File: src/rtl/vdata_pkg.sv
// Shared widths and requester tag for the video ROM arbiter.
package vdata_pkg;

  localparam int unsigned ROM_AW = 12;
  localparam int unsigned ROM_DW = 8;

  typedef enum logic {
    REQ_CHAR = 1'b0,
    REQ_SPR  = 1'b1
  } req_tag_e;

endpackage

File: src/rtl/vrom_tag_pipe.sv
// Valid/tag shift register that follows each ROM read from grant to capture.
// DEPTH is ROM_LAT+1 so the last stage lines up with the ROM output.
module vrom_tag_pipe
  import vdata_pkg::*;
#(
  parameter int unsigned DEPTH = 2
) (
  input  logic     clk_sys,
  input  logic     rst_n,
  input  logic     flush,
  input  logic     in_vld,
  input  req_tag_e in_tag,
  output logic     out_vld,
  output req_tag_e out_tag,
  output logic     any_vld
);

  logic [DEPTH-1:0] r_vld;
  logic [DEPTH-1:0] r_tag;

  // Shift valid/tag one stage per clock; flush drops every in-flight entry.
  always_ff @(posedge clk_sys or negedge rst_n) begin
    if (!rst_n) begin
      r_vld <= '0;
      r_tag <= '0;
    end else begin
      r_tag <= {r_tag[DEPTH-2:0], in_tag};
      if (flush) begin
        r_vld <= '0;
      end else begin
        r_vld <= {r_vld[DEPTH-2:0], in_vld};
      end
    end
  end

  assign out_vld = r_vld[DEPTH-1];
  assign out_tag = req_tag_e'(r_tag[DEPTH-1]);
  assign any_vld = |r_vld;

endmodule

File: src/rtl/vrom_arbiter.sv
// Shared video ROM port arbiter for the char and sprite fetchers.
// Default build: round-robin on contention.
// VROM_ARB_SPR_PRIO_EN defined: sprite has fixed priority on contention.
module vrom_arbiter
  import vdata_pkg::*;
#(
  parameter int unsigned ROM_LAT = 1
) (
  input  logic              clk_sys,
  input  logic              rst_n,
  input  logic              ioctl_download,
  input  logic              char_req,
  input  logic [ROM_AW-1:0] char_addr,
  output logic              char_ack,
  output logic              char_valid,
  output logic [ROM_DW-1:0] char_data1,
  output logic [ROM_DW-1:0] char_data2,
  input  logic              spr_req,
  input  logic [ROM_AW-1:0] spr_addr,
  output logic              spr_ack,
  output logic              spr_valid,
  output logic [ROM_DW-1:0] spr_data1,
  output logic [ROM_DW-1:0] spr_data2,
  output logic [ROM_AW-1:0] rom_addr,
  input  logic [ROM_DW-1:0] rom_q1,
  input  logic [ROM_DW-1:0] rom_q2,
  output logic              busy
);

  localparam int unsigned PIPE_D = ROM_LAT + 1;

  logic              r_char_ack;
  logic              r_spr_ack;
  logic              r_char_valid;
  logic              r_spr_valid;
  logic [ROM_DW-1:0] r_char_data1;
  logic [ROM_DW-1:0] r_char_data2;
  logic [ROM_DW-1:0] r_spr_data1;
  logic [ROM_DW-1:0] r_spr_data2;
  logic [ROM_AW-1:0] r_rom_addr;
  req_tag_e          r_last;

  logic              w_char_elig;
  logic              w_spr_elig;
  logic              w_gnt_char;
  logic              w_gnt_spr;
  logic              w_gnt;
  req_tag_e          w_gnt_tag;
  logic [ROM_AW-1:0] w_gnt_addr;
  logic              w_pipe_vld;
  req_tag_e          w_pipe_tag;
  logic              w_pipe_any;
  logic              w_done_char;
  logic              w_done_spr;

  // Grant decision: a requester is eligible unless it was acked last cycle.
  always_comb begin
    w_char_elig = char_req & ~r_char_ack;
    w_spr_elig  = spr_req & ~r_spr_ack;
    w_gnt_char  = 1'b0;
    w_gnt_spr   = 1'b0;
    if (!ioctl_download) begin
      if (w_char_elig && w_spr_elig) begin
`ifdef VROM_ARB_SPR_PRIO_EN
        w_gnt_spr = 1'b1;
`else
        if (r_last == REQ_SPR) begin
          w_gnt_char = 1'b1;
        end else begin
          w_gnt_spr = 1'b1;
        end
`endif
      end else if (w_char_elig) begin
        w_gnt_char = 1'b1;
      end else if (w_spr_elig) begin
        w_gnt_spr = 1'b1;
      end
    end
    w_gnt      = w_gnt_char | w_gnt_spr;
    w_gnt_tag  = w_gnt_spr ? REQ_SPR : REQ_CHAR;
    w_gnt_addr = w_gnt_spr ? spr_addr : char_addr;
  end

  vrom_tag_pipe #(
    .DEPTH (PIPE_D)
  ) u_tag_pipe (
    .clk_sys (clk_sys),
    .rst_n   (rst_n),
    .flush   (ioctl_download),
    .in_vld  (w_gnt),
    .in_tag  (w_gnt_tag),
    .out_vld (w_pipe_vld),
    .out_tag (w_pipe_tag),
    .any_vld (w_pipe_any)
  );

  // A read completes only if no download is cutting it off this cycle.
  always_comb begin
    w_done_char = w_pipe_vld & ~ioctl_download & (w_pipe_tag == REQ_CHAR);
    w_done_spr  = w_pipe_vld & ~ioctl_download & (w_pipe_tag == REQ_SPR);
  end

  // Ack, address, last-grant pointer and per-requester result registers.
  always_ff @(posedge clk_sys or negedge rst_n) begin
    if (!rst_n) begin
      r_char_ack   <= 1'b0;
      r_spr_ack    <= 1'b0;
      r_char_valid <= 1'b0;
      r_spr_valid  <= 1'b0;
      r_char_data1 <= '0;
      r_char_data2 <= '0;
      r_spr_data1  <= '0;
      r_spr_data2  <= '0;
      r_rom_addr   <= '0;
      r_last       <= REQ_SPR;
    end else begin
      r_char_ack   <= w_gnt_char;
      r_spr_ack    <= w_gnt_spr;
      r_char_valid <= w_done_char;
      r_spr_valid  <= w_done_spr;
      if (w_gnt) begin
        r_rom_addr <= w_gnt_addr;
        r_last     <= w_gnt_tag;
      end
      if (w_done_char) begin
        r_char_data1 <= rom_q1;
        r_char_data2 <= rom_q2;
      end
      if (w_done_spr) begin
        r_spr_data1 <= rom_q1;
        r_spr_data2 <= rom_q2;
      end
    end
  end

  assign char_ack   = r_char_ack;
  assign spr_ack    = r_spr_ack;
  assign char_valid = r_char_valid;
  assign spr_valid  = r_spr_valid;
  assign char_data1 = r_char_data1;
  assign char_data2 = r_char_data2;
  assign spr_data1  = r_spr_data1;
  assign spr_data2  = r_spr_data2;
  assign rom_addr   = r_rom_addr;
  assign busy       = rst_n & (w_pipe_any | ioctl_download);

endmodule

File: config.mk
export PLATFORM = sky130hd
export DESIGN_NAME = vrom_arbiter
export DESIGN_NICKNAME = d
export VERILOG_FILES = /design/src/rtl/vdata_pkg.sv /design/src/rtl/vrom_tag_pipe.sv /design/src/rtl/vrom_arbiter.sv
export SDC_FILE = /design/constraint.sdc
export NUM_CORES = 1
export LEC_CHECK = 0
export CAP_MARGIN = 40
export CORE_MARGIN = 4
export CORE_UTILIZATION = 39
export CTS_CLUSTER_DIAMETER = 60
export DETAILED_ROUTE_END_ITERATION = 16
export PLACE_DENSITY_LB_ADDON = 0.12
export SYNTH_ARGS = -nofsm -noshare
export SYNTH_HDL_FRONTEND = slang
export SYNTH_SLANG_ARGS = --single-unit
File: constraint.sdc
create_clock -name clk_sys -period 1.6 [get_ports clk_sys]
set_clock_uncertainty 0.2 [all_clocks]
set_input_delay 0.32 -clock clk_sys [delete_from_list [all_inputs] [get_ports clk_sys]]
set_output_delay 0.32 -clock clk_sys [all_outputs]
set_load 0.005 [all_outputs]
==> results.md <==
- Setup Crit Path Kind: flop to flop
- Gr usage total: 17.8%
- Post-Place Cell Area: 3380 um^2
- Initial Utilization: 41.1%
- Fin crit share: 106%
- Number of antenna violations at the first check in global routing: 0
- Critical path cell sequence: buf_4, buf_6, buf_4, nor4bb_1, a221oi_1, a2bb2oi_2
- Final wirelength: 6.42 mm
- Gpl congestion: 0.771
- Max-cap violation count: 0
- Share of synthesized area occupied by flip-flops and latches: 56.1%
- Clock Tree Root: sky130_fd_sc_hd__clkbuf_8
- Critical path startpoint category: flop
- Detailed Place HPWL: 4.30 mm
- Vertical die dimension: 85.1 um
- Vias in the first global route: 2007
- Power density over cell area: 992 nW/um^2
- Filler cells: 445
- Max Fclk: 590 MHz
- Family with the most delay on the worst path: flip-flops
- Final worst hold slack: 0.292 ns
- Cells after synthesis: 161
- Clock Path Buffers: 2
- Register bit total from synthesis: 52
- Average size of a mapped cell: 14.4 um^2
- Largest stage delay, worst path: 0.41 ns
- Area inside the core boundary: 5640 um^2
- DRC violation count after routing: 0
- Worst Max-Slew Pin Slew: 0.649 ns
- Slowest cell on the critical path: sky130_fd_sc_hd__dfrtp_1
- Maximum number of pins on one net before global-route repair: 53
- Clock sink count: 52
- Total clock buffers created by CTS: 5
- Number of I/O port buffers: 93
- Yosys warns: 0
- Endpoint required time on the critical path: 1.63 ns
- Clock input transition at the sequential cells of the worst setup and hold paths: 0.09 ns
- CTS H-tree depth: 2
- Vias post-DR: 1883
- Crit path max fanout: 5
- Wire length of the first global-routing pass: 10.1 mm
- Setup ws final: -0.0941 ns
- Leakage power total: 1.75 nW
- Via-per-instance ratio: 5.27
- Routed wire length per instance: 18.0 um
- Antenna diode count: 0
- Setup slack after placement: -0.514 ns
- Outcome: complete, but fails checks
- Worst-case headroom to the max-slew limit: 56.7%
- Die extent in x: 85.1 um
- Iteration count of the initial detailed-routing pass: 4
- Worst Hold Class: flop to flop
- Area of all placed cells without fillers: 3770 um^2
- Number of rows created at floorplan: 27
- Number of distinct library cell variants in the gate-level netlist after synthesis: 28
- TritonCTS clock tree: yes
- Antenna Violating Nets Remaining: 0
- Syn Nets: 206
- Area of the die: 7250 um^2
- Final count of negative-setup-slack endpoints: 4
- Remaining Overflow, GRT: 0
- Mapped Area: 2320 um^2
- Skew-Pair Late Insertion Delay: 0.30 ns
- Worst Setup End Kind: flop
- Worst voltage drop across the vdd grid: 0.475 mV
- Most repeated library cell on the critical path: sky130_fd_sc_hd__buf_4
- Data arrival time of the worst path: 1.72 ns
- Final slew viol count: 0
- Post-Route Setup TNS: -0.153 ns
- Layout cell share with drive strength beyond 1: 39.6%
- Violated checks: negative setup slack
- Design Power: 0.00374 W
- Area growth, synth to finish: 62.5%
- RSZ-0062 raised after global routing: true
- DRT iter0 DRCs: 60
- Post-layout minimum cycle time: 1.69 ns
- Final net count: 330
- I/O Pins: 94
- Combined buffer and inverter count along the critical path: 3
- Final hold violation count: 0
worst register-to-register path, stage by stage, from the launching register on:
cell and delay, ns:
sky130_fd_sc_hd__dfrtp_1 0.41, sky130_fd_sc_hd__buf_4 0.14, sky130_fd_sc_hd__buf_6 0.10, sky130_fd_sc_hd__buf_4 0.14, sky130_fd_sc_hd__nor4bb_1 0.33, sky130_fd_sc_hd__a221oi_1 0.16
sky130_fd_sc_hd__a2bb2oi_2 0.14
routing by layer:
layer  vias to the layer above  routed length, um  global-route usage [%]
met1                       945               2590                    21.7
met4                         0                 44                    4.75
met2                        65               3370                    31.1
li1                        869                  -                       -
met5                         -                  0                       0
met3                         4                415                    4.47
flip-flops by register name (all words and copies together), names as in the netlist:
name / count
spr_data1: 8
u_tag_pipe.r_tag: 2
char_data1: 8
spr_data2: 8
char_ack: 1
r_last: 1
u_tag_pipe.r_vld: 2
char_data2: 8
char_valid: 1
rom_addr: 12
spr_valid: 1
cells by family after synthesis:
kind of cell / count (synthesis) / synth area share (%)
flops: 52 / 56.1
compound gates: 39 / 13.1
mux: 32 / 17.0
simple gates: 23 / 9.49
buf+inv: 15 / 4.31
synthesized netlist by cell type, drive strengths merged:
library cell,n,area [um^2]
a21oi,1,16.3
a221oi,12,105
a2bb2oi,12,105
and3b,1,8.76
and4bb,1,12.5
buf,9,77.6
clkbuf,4,15.0
dfrtp,51,1280
dfstp,1,26.3
inv,2,7.51
mux2,32,394
nand2b,2,12.5
nand3b,2,27.5
nor2,2,7.51
nor2b,1,6.26
nor3,1,5.00
nor3b,1,18.8
nor4bb,11,110
o21ai,12,60.1
o22ai,1,6.26
o31a,1,10.0
or3b,1,11.3
cell usage in the layout (no fill, tap or decap), types with 2 or more instances in the layout:
cell type	n
sky130_fd_sc_hd__nand2b_4	2
sky130_fd_sc_hd__clkdlybuf4s50_1	40
sky130_fd_sc_hd__buf_8	2
sky130_fd_sc_hd__buf_4	27
sky130_fd_sc_hd__nor4bb_2	3
sky130_fd_sc_hd__or3b_4	2
sky130_fd_sc_hd__o21ai_0	3
sky130_fd_sc_hd__dlygate4sd2_1	50
sky130_fd_sc_hd__nor2_1	2
sky130_fd_sc_hd__mux2_2	23
sky130_fd_sc_hd__dfrtp_1	51
sky130_fd_sc_hd__buf_6	5
sky130_fd_sc_hd__nor4bb_1	8
sky130_fd_sc_hd__o21ai_1	9
sky130_fd_sc_hd__a221oi_2	11
sky130_fd_sc_hd__clkbuf_8	6
sky130_fd_sc_hd__inv_1	2
sky130_fd_sc_hd__buf_2	2
sky130_fd_sc_hd__mux2_4	9
sky130_fd_sc_hd__a2bb2oi_2	12
timing repair:
item	CTS	global route
endpoints found under the setup margin	94	19
setup buffers	20	0
endpoints found under the hold margin	39	0
resized for setup	81	23
pin swaps	1	3
hold buffers	1	0
gates cloned	2	0
cell type report:
cell class              instances  area [um^2]  share of cell area, %
well taps                      72         90.1                   2.39
inverters                       2         7.51                  0.199
flip-flops and latches         52         1300                   34.6
clock inverters                 1         8.76                  0.232
clock buffers                   6         82.6                   2.19
repair buffers                129         1170                   31.1
multi-input cells              95         1110                   29.3
per-stage QoR:
stage	util (%)	std cells
after global placement	59.8	329
after floorplan	-	161
after detailed placement	59.8	329
final	66.8	357
after CTS	66.3	359
after global routing	66.8	357
path summary, 6_finish.rpt:
| check | start | end | slack [ns] | cells past startpoint |
|---|---|---|---|---|
| setup / recovery | u_tag_pipe.r_tag[0]$_DFF_PN0_ | rom_addr[2]$_DFFE_PN0P_ | -0.09 | 6 |
| hold / removal | r_last$_DFFE_PN1P_ | r_last$_DFFE_PN1P_ | 0.29 | 2 |
| setup reg to reg | u_tag_pipe.r_tag[0]$_DFF_PN0_ | rom_addr[2]$_DFFE_PN0P_ | -0.09 | 6 |
| hold reg to reg | r_last$_DFFE_PN1P_ | r_last$_DFFE_PN1P_ | 0.29 | 2 |
| max in group asynchronous | rst_n | rom_addr[5]$_DFFE_PN0P_ | 0.24 | 3 |
| min in group asynchronous | rst_n | spr_data1[6]$_DFFE_PN0P_ | 0.52 | 3 |
report_power, final:
part           switching, W  total (W)  internal (W)
Sequential         0.000139    0.00173       0.00159
Clock              0.000404   0.000749      0.000345
Combinational      0.000448    0.00126      0.000817
Power figures use the tool's default switching activity.
